## src/rtl/hazard_scoreboard_pkg.sv

```systemverilog
// hazard_scoreboard_pkg: shared constants and FSM encoding for the decode-stage scoreboard
package hazard_scoreboard_pkg;

    // Architectural register file geometry
    localparam int DEF_REG_COUNT    = 16;
    localparam int DEF_ADDR_W       = 4;

    // In-flight tracking: ID->EXE->MEM->WB allows at most three pending writes
    localparam int DEF_CNT_W        = 2;
    localparam int DEF_MAX_INFLIGHT = 3;

    // Cycles flush stays asserted after a taken branch, counting the branch cycle
    localparam int DEF_FLUSH_CYCLES = 1;

    // Sequencing FSM: normal issue, or squashing the wrong-path fetch stream
    typedef enum logic {
        RUN   = 1'b0,
        FLUSH = 1'b1
    } fsm_e;

endpackage

```

## src/rtl/hazard_scoreboard_sb_counter.sv

```systemverilog
// sb_counter: saturating up/down in-flight write counter with over/underflow detect
module sb_counter
    import hazard_scoreboard_pkg::*;
#(
    parameter int CNT_W = DEF_CNT_W,
    parameter int MAX   = DEF_MAX_INFLIGHT
) (
    input  logic clk,
    input  logic rst,
    input  logic inc_i,
    input  logic dec_i,
    output logic zero_o,
    output logic err_o
);

    logic [CNT_W-1:0] cnt_q, cnt_d;
    logic             up, dn, ovf, unf;

    // Simultaneous inc and dec cancel; out-of-range moves hold and flag an error
    always_comb begin
        up     = inc_i & ~dec_i;
        dn     = dec_i & ~inc_i;
        ovf    = up & (cnt_q == CNT_W'(MAX));
        unf    = dn & (cnt_q == '0);
        cnt_d  = (ovf | unf) ? cnt_q : up ? cnt_q + 1'b1 : dn ? cnt_q - 1'b1 : cnt_q;
        zero_o = (cnt_q == '0);
        err_o  = ovf | unf;
    end

    // Counter state
    always_ff @(posedge clk) begin
        cnt_q <= rst ? '0 : cnt_d;
    end

endmodule

```

## src/rtl/hazard_scoreboard.sv

```systemverilog
// hazard_scoreboard: RAW stall and branch-flush sequencing for the ID stage
module hazard_scoreboard
    import hazard_scoreboard_pkg::*;
#(
    parameter int REG_COUNT    = DEF_REG_COUNT,
    parameter int ADDR_W       = DEF_ADDR_W,
    parameter int CNT_W        = DEF_CNT_W,
    parameter int MAX_INFLIGHT = DEF_MAX_INFLIGHT,
    parameter int FLUSH_CYCLES = DEF_FLUSH_CYCLES
) (
    input  logic                 clk,
    input  logic                 rst,
    input  logic                 id_valid,
    input  logic [ADDR_W-1:0]    src_1,
    input  logic [ADDR_W-1:0]    src_2,
    input  logic                 two_src,
    input  logic                 id_wb_en,
    input  logic [ADDR_W-1:0]    id_dest,
    input  logic                 id_s,
    input  logic                 id_uses_sr,
    input  logic                 branch_taken,
    input  logic                 wb_en,
    input  logic [ADDR_W-1:0]    wb_dest,
    input  logic                 wb_sr_en,
    output logic                 hazard,
    output logic                 flush,
    output logic                 issue,
    output logic [REG_COUNT-1:0] busy_mask,
    output logic                 sb_error
);

    localparam int FL_W = $clog2(FLUSH_CYCLES + 1);

    logic [REG_COUNT-1:0] reg_zero, reg_err, busy;
    logic                 sr_zero, sr_err;
    fsm_e                 state_q;
    logic [FL_W-1:0]      fl_cnt_q;
    logic                 sb_error_q;
    logic                 flush_raw, haz_raw, issue_raw;

    // One counter per architectural register; WB retires, issue allocates
    for (genvar i = 0; i < REG_COUNT; i++) begin : g_reg
        sb_counter #(
            .CNT_W (CNT_W),
            .MAX   (MAX_INFLIGHT)
        ) u_cnt (
            .clk    (clk),
            .rst    (rst),
            .inc_i  (issue & id_wb_en & (id_dest == ADDR_W'(i))),
            .dec_i  (wb_en & (wb_dest == ADDR_W'(i))),
            .zero_o (reg_zero[i]),
            .err_o  (reg_err[i])
        );
    end

    // Status register is tracked as one extra pending-write counter
    sb_counter #(
        .CNT_W (CNT_W),
        .MAX   (MAX_INFLIGHT)
    ) u_sr_cnt (
        .clk    (clk),
        .rst    (rst),
        .inc_i  (issue & id_s),
        .dec_i  (wb_sr_en),
        .zero_o (sr_zero),
        .err_o  (sr_err)
    );

    // Same-cycle stall/flush/issue; no WB bypass, so a retiring write still stalls
    always_comb begin
        busy      = ~reg_zero;
        flush_raw = branch_taken | (state_q == FLUSH);
        haz_raw   = id_valid & ~flush_raw &
                    (busy[src_1] | (two_src & busy[src_2]) | (id_uses_sr & ~sr_zero));
        issue_raw = id_valid & ~haz_raw & ~flush_raw;
    end

    assign hazard    = ~rst & haz_raw;
    assign flush     = ~rst & flush_raw;
    assign issue     = ~rst & issue_raw;
    assign busy_mask = rst ? '0 : busy;
    assign sb_error  = sb_error_q;

    // Flush sequencer: a taken branch (re)loads the hold count; flush spans FLUSH_CYCLES cycles
    always_ff @(posedge clk) begin
        if (rst) begin
            state_q  <= RUN;
            fl_cnt_q <= '0;
        end else if (branch_taken) begin
            state_q  <= (FLUSH_CYCLES > 1) ? FLUSH : RUN;
            fl_cnt_q <= FL_W'(FLUSH_CYCLES - 1);
        end else if (state_q == FLUSH) begin
            state_q  <= (fl_cnt_q > FL_W'(1)) ? FLUSH : RUN;
            fl_cnt_q <= fl_cnt_q - 1'b1;
        end
    end

    // Sticky bookkeeping error; only reset clears it
    always_ff @(posedge clk) begin
        sb_error_q <= rst ? 1'b0 : (sb_error_q | (|reg_err) | sr_err);
    end

endmodule

```

## config.mk

```make
export PLATFORM = sky130hd
export DESIGN_NAME = hazard_scoreboard
export DESIGN_NICKNAME = d
export VERILOG_FILES = /design/src/rtl/hazard_scoreboard_pkg.sv /design/src/rtl/hazard_scoreboard_sb_counter.sv /design/src/rtl/hazard_scoreboard.sv
export SDC_FILE = /design/constraint.sdc
export NUM_CORES = 1
export LEC_CHECK = 0
export BUFFER_PORTS_ARGS = -buffer_cell sky130_fd_sc_hd__buf_2
export CELL_PAD_IN_SITES_DETAIL_PLACEMENT = 1
export CELL_PAD_IN_SITES_GLOBAL_PLACEMENT = 2
export CORE_MARGIN = 4
export CORE_UTILIZATION = 33
export CTS_CLUSTER_DIAMETER = 30
export DETAILED_ROUTE_END_ITERATION = 10
export PLACE_DENSITY = 0.84
export REMOVE_ABC_BUFFERS = 1
export SLEW_MARGIN = 10
export SYNTH_ARGS = -nofsm -noshare
export SYNTH_HDL_FRONTEND = slang
export SYNTH_SLANG_ARGS = --single-unit
```

## constraint.sdc

```tcl
create_clock -name clk -period 4.2 [get_ports clk]
set_input_delay 0.63 -clock clk [delete_from_list [all_inputs] [get_ports clk]]
set_output_delay 0.63 -clock clk [all_outputs]
set_load 0.02 [all_outputs]
```

### Word-level counts from Yosys, hierarchy flattened

Index checks and enable logic that the tools add are counted.

| word-level totals | value |
|---|---|
| bits in registers | 37 |
| input bits | 26 |
| logic and storage cells | 391 |

| cells by class | value |
|---|---|
| $add $sub $neg | 35 |
| order comparisons | 3 |
| equality and inequality tests | 47 |
| multiplexer cells | 40 |
| bitwise operators | 190 |
| reduce and logical (&&, ||, !) cells | 56 |

Operators with widths:

| kind | count |
|---|---|
| $and 1x1->1 | 111 |
| $mux 2 | 34 |
| $eq 4x4->1 const B | 16 |
| $not 1->1 | 56 |
| $add 2x1->2 const B | 17 |
| $eq 2x2->1 const B | 17 |
| $logic_not 2->1 | 17 |
| $reduce_and 2->1 | 17 |
| $reduce_bool 2->1 | 17 |
| $sub 2x1->2 const B | 17 |
| $eq 4x3->1 const B | 8 |
| $or 1x1->1 | 22 |
| $eq 4x2->1 const B | 4 |
| $mux 16 | 1 |
| $not 16->16 | 1 |
| $reduce_or 16->1 | 1 |
| $lt 4x5->1 const B | 2 |
| $bmux 1 s4 | 2 |
| $eq 4x1->1 const B | 2 |
| $logic_not 4->1 | 2 |
| $mux 1 | 3 |
| $reduce_or 3->1 | 1 |
| $reduce_or 2->1 | 1 |
| $gt 1x1->1 const B | 1 |
| $sub 1x1->1 const B | 1 |

### Logic depth before layout (Yosys ltp)

Gate-level depths: netlist of the first run.

| depth | value |
|---|---|
| depth in word-level cells | 21 |
| depth in mapped cells | 14 |

### Hierarchy

A second synthesis of the first run with hierarchy kept.

| second synthesis, totals | value |
|---|---|
| cell total of the unflattened synthesis | 450 |
| area total of the unflattened synthesis | 3300.7 um2 |

By module, submodules not included:

| module | times used | cells an instance | area an instance (um2) | sequential area each (um2) |
|---|---|---|---|---|
| sb_counter | 17 | 20 | 147.6 | 40.0 |
| hazard_scoreboard | 1 | 110 | 790.8 | 20.0 |

### Least setup slack after synthesis of the first run

No wires, ideal clock.

| path | value |
|---|---|
| kind | input to register |
| start point | input port src_2[2] |
| end point | register sb_error_q (netlist: sb_error) |
| setup time | 0.132 ns |
| data arrival time | 3.342 ns |
| required time | 4.068 ns |
| setup slack | 0.726 ns |
| cell stages on the path | 13 |
| cell sequence | buf_2 mux4_2 o2111ai_1 and3_1 buf_2 buf_4 nor3_1 ha_1 and3_1 a21oi_1 or4b_2 nor4_1 a21oi_1 |

| on the way | value |
|---|---|
| word-level cells in the longest chain between the ends | 19 |

RTL lines:

| item | RTL line | text |
|---|---|---|
| start, declared | hazard_scoreboard.sv:15 | `input logic [ADDR_W-1:0] src_2,` |
| $bmux 1 s4 * | hazard_scoreboard.sv:74 | `(busy[src_1] \| (two_src & busy[src_2]) \| (id_uses_sr & ~sr_zero));` |
| $mux 1 (implied by the code) * | hazard_scoreboard.sv:74 |  |
| $and 1x1->1 * | hazard_scoreboard.sv:74 |  |
| $or 1x1->1 * (2 in series) | hazard_scoreboard.sv:74 |  |
| $and 1x1->1 * | hazard_scoreboard.sv:73 | `haz_raw = id_valid & ~flush_raw &` |
| $not 1->1 * | hazard_scoreboard.sv:75 | `issue_raw = id_valid & ~haz_raw & ~flush_raw;` |
| $and 1x1->1 * (2 in series) | hazard_scoreboard.sv:75 |  |
| $and 1x1->1 * | hazard_scoreboard.sv:80 | `assign issue = ~rst & issue_raw;` |
| $and 1x1->1 (2 in series) | hazard_scoreboard.sv:49 | `.inc_i (issue & id_wb_en & (id_dest == ADDR_W'(i))),` |
| $not 1->1 | hazard_scoreboard_sb_counter.sv:22 | `dn = dec_i & ~inc_i;` |
| $and 1x1->1 | hazard_scoreboard_sb_counter.sv:22 |  |
| $and 1x1->1 | hazard_scoreboard_sb_counter.sv:24 | `unf = dn & (cnt_q == '0);` |
| $or 1x1->1 | hazard_scoreboard_sb_counter.sv:27 | `err_o = ovf \| unf;` |
| $reduce_or 16->1 | hazard_scoreboard.sv:100 | `sb_error_q <= rst ? 1'b0 : (sb_error_q \| (\|reg_err) \| sr_err);` |
| $or 1x1->1 | hazard_scoreboard.sv:100 |  |
| $or 1x1->1 * | hazard_scoreboard.sv:100 |  |
| end signal, assigned | hazard_scoreboard.sv:100 |  |
| end, declared | hazard_scoreboard.sv:38 | `logic sb_error_q;` |

Every way passes the cells marked *; elsewhere a longest branch is shown, timed or not. The select of a mux whose other input is x is not followed.
A chain may end at the register's enable or synchronous reset.

### Worst setup path after layout of the first run

| path | value |
|---|---|
| start point | input port src_1[1] |
| end point | register sb_error_q (netlist: sb_error) |

| on the way | value |
|---|---|
| word-level cells in the longest chain between the ends | 18 |

RTL lines:

| item | RTL line | text |
|---|---|---|
| start, declared | hazard_scoreboard.sv:14 | `input logic [ADDR_W-1:0] src_1,` |
| $bmux 1 s4 * | hazard_scoreboard.sv:74 |  |
| $mux 1 (implied by the code) * | hazard_scoreboard.sv:74 |  |
| $or 1x1->1 * (2 in series) | hazard_scoreboard.sv:74 |  |
| $and 1x1->1 * | hazard_scoreboard.sv:73 |  |
| $not 1->1 * | hazard_scoreboard.sv:75 |  |
| $and 1x1->1 * (2 in series) | hazard_scoreboard.sv:75 |  |
| $and 1x1->1 * | hazard_scoreboard.sv:80 |  |
| $and 1x1->1 (2 in series) | hazard_scoreboard.sv:49 |  |
| $not 1->1 | hazard_scoreboard_sb_counter.sv:22 |  |
| $and 1x1->1 | hazard_scoreboard_sb_counter.sv:22 |  |
| $and 1x1->1 | hazard_scoreboard_sb_counter.sv:24 |  |
| $or 1x1->1 | hazard_scoreboard_sb_counter.sv:27 |  |
| $reduce_or 16->1 | hazard_scoreboard.sv:100 |  |
| $or 1x1->1 | hazard_scoreboard.sv:100 |  |
| $or 1x1->1 * | hazard_scoreboard.sv:100 |  |

Marks and branches as above.

==> results.md, run 1 <==
* Status: complete, no violations
* Syn Area/Cell at 7.13 um2
* Synth area leader: dfxtp_1
* Area share of xor/xnor cells in the synthesized design at 0.257%
* Fmax at 0.261 GHz
* Vias in the first global route at 3637
* Drt via density at 5.65
* Placer Congestion at 0.875
* Yosys cell types at 47
* DR iter-0 viols at 149
* Post-CTS setup buffer count at 0
* R2R Setup Slk at 470 ps
* Final Hold Fails at 0
* Final period util at 91.3%
* RSZ-0062 raised after global routing: false
* Worst EP arrival at 4010 ps
* Layout Skew at 7.78 ps
* Total CTS buffers at 5
* Ports at 46
* Die Ht at 110 um
* Post-Synth Adder-Cell Area at 12.5%
* Commonest cells after routing, fill and taps aside: 54 x o21ai_0, 50 x nand2_1, 47 x nor2_1
* Compound-Gate Fraction of Synth Area at 21.4%
* Setup violations, final at 0
* CTS tree: done
* Mux contribution to synthesized area at 2.86%
* Later-pin clock latency in the skew report at 310 ps
* Power after layout at 0.795 mW
* Clock Sinks at 35
* Least-Margin Pin Slew at 830 ps
* Critical Path Start Type: input pin
* Port Buffers at 45
* Drt first pass iters at 4
* Share of cells above drive strength 1 at 13.5%
* Maxcap violations at 0
* Crit path required time at 4370 ps
* Largest family of logic cells by synthesized area: simple AND/OR/NAND/NOR gates
* Primary FF master, synth: dfxtp_1
* Fraction of registers with async set/reset at 0%
* Floorplan Core Area at 9910 um2
* Leak at 1.50 nW
* Peak supply drop at 103 uV
* # fillers at 1298
* Area contributors post-synth: dfxtp_1 21%, ha_1 12%, o21ai_0 7.9%
* Cts hold-fix bufs at 0
* Starting Density at 34.4%
* Tightest Hold Check Type: register to register
* Die area at 12000 um2
* EDFF count, synth at 0
* # resized after CTS at 0
* Largest net degree at the start of global routing at 53
* DP HPWL at 9050 um
* Syn Inst Count at 479
* H-tree levels at 2
* Die width at 110 um
* Warnings, synthesis at 0
* Max-slew headroom at 43.2%
* Total GRT Usage at 20.2%
* Yosys reg bits at 35
* Synth top area share at 20.5%
* DR vias at 3675
* Core Util, Final at 38.6%
* Rows at 36
* Wire length per cell at 17.5 um
* Number of inserted diodes at 0
* Syn-to-layout area delta at 11.9%
* Fin. max-slew vios at 0
* Min Tclk post-route at 3840 ps
* Mapped cell area at 3410 um2
* Seq/Total Area, Yosys at 20.5%
* Routed Wire Length at 11400 um
* Crit Path Category: input pin to register
* CP Capture Type: register
* Post-route ant nets at 0
* PD cells at 208 nW/um2
* CTS max path bufs at 2
* Simple-gate share of the synthesized area at 37.0%
* Drt drc at 0
* TNS Setup at 0 ps
* Fin nets at 577
* Grt ovf at 0
* Commonest non-fill, non-tap cell in the layout: o21ai_0
* Reg clk slew, reported paths at 80 ps
* CTS Root Cell: clkbuf_8
* Critical path peak fanout at 13
* Initial antenna violation count at 0
* First-pass GRT wire length at 19200 um
==> critical path: stages <==
cell and delay (ps):
buf_2 190, nor3_1 310, a2111oi_1 150, o41ai_4 590
nand4_1 280, or3_1 390, ha_1 240, a21oi_1 120
or4b_2 670, nor4_1 310, a21oi_1 110
==> kinds of logic (layout without fill, tap and decap cells) <==
logic type | after synthesis | count (layout)
AND/OR/NAND/NOR | 246 | 246
flip-flops | 35 | 35
multiplexers | 4 | 4
buffers and inverters | 44 | 83
adder cells (fa/ha/maj) | 34 | 34
XOR/XNOR | 1 | 1
AO/OA/AOI/OAI | 115 | 115
==> report_power, final <==
| part | total (mW) | switching (mW) | internal (mW) |
|---|---|---|---|
| Combinational | 0.170 | 0.110 | 0.0608 |
| Clock | 0.264 | 0.148 | 0.116 |
| Sequential | 0.360 | 0.0167 | 0.343 |
==> per-layer routing <==
layer	wire [um]	global-route usage [%]	vias up	part of all wire, %
li1	-	-	1834	-
met3	481	3.93	13	4.2
met2	5270	32.5	64	46
met4	176	4.01	0	1.5
met1	5450	28.0	1764	48
met5	0	0	-	0
==> worst paths after layout <==
path / start / endpoint / cells past startpoint
max: src_1[1] / sb_error / 11
min: u_sr_cnt.cnt_q[1] / u_sr_cnt.cnt_q[1] / 2
max reg2reg: g_reg[13].u_cnt.cnt_q[0] / sb_error / 10
min reg2reg: u_sr_cnt.cnt_q[1] / u_sr_cnt.cnt_q[1] / 2
==> through the flow <==
step / std cells / setup slack [ps] / hold slack [ps] / instance area [um2]
after floorplan: 463 / 854 / 471 / 3330
after global placement: 643 / 195 / 501 / 3740
after detailed placement: 643 / 154 / 511 / 3740
after CTS: 651 / 456 / 523 / 3820
after global routing: 651 / 123 / 587 / 3820
final: 651 / 364 / 528 / 3820
==> layout make-up <==
| type | instances | area, um2 | area share (%) |
|---|---|---|---|
| timing repair buffer | 47 | 240 | 6.29 |
| sequential | 35 | 701 | 18.3 |
| clock inverter | 2 | 12.5 | 0.327 |
| multi-input combinational | 400 | 2520 | 66.0 |
| inverter | 28 | 105 | 2.75 |
| clock buffer | 6 | 72.6 | 1.90 |
| tap | 133 | 166 | 4.35 |
==> state kept, by name (all words and copies together) (netlist names) <==
| name | cells |
|---|---|
| g.u_cnt.cnt_q | 32 |
| u_sr_cnt.cnt_q | 2 |
| sb_error | 1 |
==> synth_stat cells (all sizes together), types with 12 or more instances <==
master / number
a21oi: 12
a31oi: 19
dfxtp: 35
ha: 34
inv: 28
nand2: 50
nand3: 26
nor2: 52
nor2b: 24
nor3: 45
o21ai: 54
Power figures use the tool's default switching activity.
==> run 2: changes to the inputs <==
==> constraint.sdc (replaced) <==
create_clock -name clk -period 4 [get_ports clk]
set_input_delay 0.6 -clock clk [delete_from_list [all_inputs] [get_ports clk]]
set_output_delay 0.6 -clock clk [all_outputs]
set_load 0.05 [all_outputs]
==> results.md, run 2 (synthesis gave the netlist of run 1 again) <==
* First-pass GRT wire length at 18700 um
* Vias in the first global route at 3577
* DR iter-0 viols at 163
* CP delay by family, top: simple AND/OR/NAND/NOR gates
* CTS Root Cell: clkbuf_8
* Rows at 36
* Drt first pass iters at 4
* Peak supply drop at 106 uV
* CP Capture Type: register
* Maxcap violations at 0
* CP startpoint: src_1[1]
* Reg clk slew, reported paths at 80 ps
* Largest net degree at the start of global routing at 53
* Post-route ant nets at 0
* Min Tclk post-route at 3720 ps
* Worst path cell trace: buf_2 > nor3_1 > a2111oi_1 > o41ai_4 > nand4_1 > or3_1 > ha_1 > a21oi_1 > or4b_2 > nor4_1 > a21oi_1
* Max-slew headroom at 48.6%
* Later-pin clock latency in the skew report at 300 ps
* Least-Margin Pin Slew at 752 ps
* Grt met1 use at 28.0%
* Slowest CP cell: o41ai_4
* Starting Density at 34.4%
* Tightest Hold Check Type: register to register
* Critical path peak fanout at 13
* Crit Path Category: input pin to register
* Share of cells above drive strength 1 at 14.1%
* Met2 Use GR at 31.3%
* DP HPWL at 9200 um
* Biggest register: g.u_cnt.cnt_q
* Biggest cell delay along the critical path at 630 ps
* Die width at 110 um
* Core Util, Final at 38.9%
* Crit path required time at 4170 ps
* PD cells at 220 nW/um2
* Critical Path Start Type: input pin
* CTS tree: done
* Routed Wire Length at 11500 um
* Drt via density at 5.59
* Final period util at 92.9%
* Total CTS buffers at 5
* Commonest cells after routing, fill and taps aside: 54 x o21ai_0, 50 x nand2_1, 47 x nor2_1
* Placer Congestion at 0.872
* Grt ovf at 0
* Syn-to-layout area delta at 12.9%
* Worst EP arrival at 3890 ps
* Floorplan Core Area at 9910 um2
* Cts hold-fix bufs at 0
* Clock Sinks at 35
* Drt drc at 0
* Fin nets at 582
* GR peak layer: met2
* # resized after CTS at 0
* Die Ht at 110 um
* Worst Path Buf+Inv at 1
* Commonest non-fill, non-tap cell in the layout: o21ai_0
* RSZ-0062 raised after global routing: false
* Crit path top cell by count: a21oi_1
* TNS Setup at 0 ps
* Fmax at 0.269 GHz
* Setup violations, final at 0
* Initial antenna violation count at 0
* Max reg flops at 32
* Status: complete, no violations
* CTS max path bufs at 2
* Post-CTS setup buffer count at 0
* Ports at 46
* Leak at 1.53 nW
* Die area at 12000 um2
* DR vias at 3668
* Final Hold Fails at 0
* Total GRT Usage at 20.2%
* Wire length per cell at 17.6 um
* M3 GR Usage at 3.76%
* H-tree levels at 2
* Fin. max-slew vios at 0
* Port Buffers at 45
* Number of inserted diodes at 0
* Layout Skew at 6.45 ps
* HP Start: u_sr_cnt.cnt_q[1]
* Reg2reg start: g_reg[13].u_cnt.cnt_q[0]
==> run 2: cell types whose count changed in the layout (fill, tap and decap cells not counted) <==
| cell | delta |
|---|---|
| buf_4 | +5 |
| clkbuf_1 | +1 |
| clkinvlp_4 | -1 |
==> run 2: where the power goes <==
group / internal [mW] / switching [mW] / leakage [nW]
Combinational: 0.0669 / 0.133 / 1.20
Sequential: 0.361 / 0.0184 / 0.284
Clock: 0.123 / 0.148 / 0.0422
==> run 2: per-stage QoR <==
| step | cells | area, um2 | worst slack, ps | total power [mW] | hold slack, ps |
|---|---|---|---|---|---|
| 2_1_floorplan | 463 | 3330 | 661 | 0.503 | 471 |
| 3_3_place_gp | 648 | 3770 | 158 | 0.581 | 504 |
| 3_5_place_dp | 648 | 3770 | 155 | 0.586 | 527 |
| 4_1_cts | 656 | 3850 | 457 | 0.860 | 539 |
| 5_1_grt | 656 | 3850 | 172 | 0.902 | 577 |
| 6_report | 656 | 3850 | 284 | 0.849 | 538 |
==> run 2: worst min-delay path, cell delays in order, from the launching register on <==
cell,delay [ps]
dfxtp_1,340
o21ai_0,80
a31oi_1,70
==> run 2: worst paths after layout <==
check             depth (start not counted)  slack, ps                 to
setup / recovery                         11        280           sb_error
hold / removal                            2        540  u_sr_cnt.cnt_q[1]
setup reg to reg                         10        390           sb_error
hold reg to reg                           2        540  u_sr_cnt.cnt_q[1]
==> run 2: layer usage <==
metal,up-vias,routed length (um)
met5,-,0
li1,1837,-
met4,0,317
met2,73,5240
met1,1735,5420
met3,23,560
==> run 2: area by class of cell <==
cell class | count | area, um2
multi-input cells | 400 | 2520
flip-flops and latches | 35 | 701
inverters | 28 | 105
well taps | 133 | 166
repair buffers | 52 | 278
fillers | 1304 | 6050
clock inverters | 1 | 5.00
clock buffers | 7 | 76.3
==> run 3: changes to the inputs <==
--- a/config.mk
+++ b/config.mk
@@ -6,7 +6,7 @@
 export NUM_CORES = 1
 export LEC_CHECK = 0
 export BUFFER_PORTS_ARGS = -buffer_cell sky130_fd_sc_hd__buf_2
-export CELL_PAD_IN_SITES_DETAIL_PLACEMENT = 1
+export CELL_PAD_IN_SITES_DETAIL_PLACEMENT = 2
 export CELL_PAD_IN_SITES_GLOBAL_PLACEMENT = 2
 export CORE_MARGIN = 4
 export CORE_UTILIZATION = 33
==> results.md, run 3 (synthesis gave the netlist of run 1 again) <==
* Status: complete, no violations
* # fillers at 1213
* Crit path required time at 4180 ps
* Commonest cells after routing, fill and taps aside: 54 x o21ai_0, 50 x nand2_1, 47 x nor2_1
* # resized after CTS at 0
* Total CTS buffers at 5
* Number of inserted diodes at 0
* Clock Sinks at 35
* Die Ht at 110 um
* WHS at 559 ps
* Reg2reg start: g_reg[13].u_cnt.cnt_q[0]
* Max-slew headroom at 42.6%
* Port Buffers at 45
* Drt drc at 0
* Drt via density at 5.80
* Fin. max-slew vios at 0
* Commonest non-fill, non-tap cell in the layout: o21ai_0
* Power after layout at 0.862 mW
* Biggest register: g.u_cnt.cnt_q
* Share of cells above drive strength 1 at 14.1%
* Hold Crit Endpoint: g_reg[7].u_cnt.cnt_q[1]
* Placed cell count at 648
* Grt ovf at 0
* Floorplan Core Area at 9910 um2
* H-tree levels at 2
* Final Hold Fails at 0
* Leak at 1.53 nW
* CP startpoint: src_1[1]
* Peak supply drop at 113 uV
* Vias in the first global route at 3840
* Routed Wire Length at 13000 um
* Final period util at 91.6%
* Die width at 110 um
* Cts hold-fix bufs at 0
* Reg clk slew, reported paths at 90 ps
* Capturing point of the worst reg2reg path: sb_error
* Fmax at 0.273 GHz
* Critical path peak fanout at 13
* Sequential Area at 701 um2
* Wire length per cell at 19.8 um
* First-pass GRT wire length at 20400 um
* Area of the multi-input gates at 2520 um2
* Min Tclk post-route at 3660 ps
* PD cells at 224 nW/um2
* R2R Setup Slk at 410 ps
* CTS Root Cell: clkbuf_8
* Max reg flops at 32
* Drt first pass iters at 4
* Maxcap violations at 0
* Tightest Hold Check Type: register to register
* Worst r2r path cells at 11
* Layout Skew at 8.58 ps
* Critical Path Start Type: input pin
* CP Capture Type: register
* Crit Path Category: input pin to register
* CTS tree: done
* Worst EP arrival at 3840 ps
* Later-pin clock latency in the skew report at 310 ps
* WHS Path Cells at 2
* RSZ-0062 raised after global routing: false
* DP HPWL at 10300 um
* TNS Setup at 0 ps
* Total GRT Usage at 22.0%
* Starting Density at 34.4%
* DR vias at 3805
* Post-CTS setup buffer count at 0
* Initial antenna violation count at 0
* Placer Congestion at 0.872
* Rows at 36
* Fin nets at 582
* Die area at 12000 um2
* Syn-to-layout area delta at 12.9%
* Finished Layout Cells at 656
* Setup violations, final at 0
* Largest net degree at the start of global routing at 53
* Ports at 46
* Least-Margin Pin Slew at 839 ps
* Post-route ant nets at 0
* DR iter-0 viols at 217
* HP Start: g_reg[7].u_cnt.cnt_q[1]
* CTS max path bufs at 2
## run 3: cell counts in the layout (fill, tap and decap cells not counted)
Identical to the previous run, type by type.
## run 3: cell type report
class	instances	share of cell area [%]
Tap cell	133	4.32
Clock buffer	7	1.98
Clock inverter	1	0.130
Multi-Input combinational cell	400	65.5
Inverter	28	2.73
Sequential cell	35	18.2
Timing Repair Buffer	52	7.21
## run 3: how the worst max path moves through the flow
stage                     endpoint  cells after the start
final                     sb_error                     12
after global placement    sb_error                     12
after CTS                 sb_error                     12
after floorplan              issue                      5
after detailed placement  sb_error                     12
after global routing      sb_error                     11
## run 3: worst max-delay path: stages
cell       delay, ps
buf_2            200
nor3_1           380
a2111oi_1        160
o41ai_4          600
and4_4           380
nand3_1           90
ha_1             250
nand2b_1         100
o21ai_0          100
or4b_2           690
nor4_1           190
a21oi_1           90
## run 3: through the flow
stage,worst slack (ps),instance area (um2),util (%)
finish,337,3850,38.9
global route,25.0,3850,38.9
CTS,384,3850,38.9
detailed placement,46.7,3770,38.1
global placement,158,3770,38.1
floorplan,661,3330,-
## run 3: report_power, final
part           internal (mW)  leakage, nW  switching [mW]  total (mW)
Clock                  0.123       0.0422           0.154       0.276
Combinational         0.0670         1.20           0.139       0.206
Sequential             0.360        0.284          0.0193       0.380
## run 3: metal layers
| layer | part of all wire [%] | up-vias | GRT usage [%] | wire length, um |
|---|---|---|---|---|
| met2 | 49 | 68 | 39.1 | 6400 |
| li1 | - | 1838 | - | - |
| met3 | 4.5 | 10 | 3.35 | 579 |
| met4 | 0.93 | 0 | 4.54 | 121 |
| met5 | 0 | - | 0 | 0 |
| met1 | 45 | 1889 | 28.1 | 5900 |
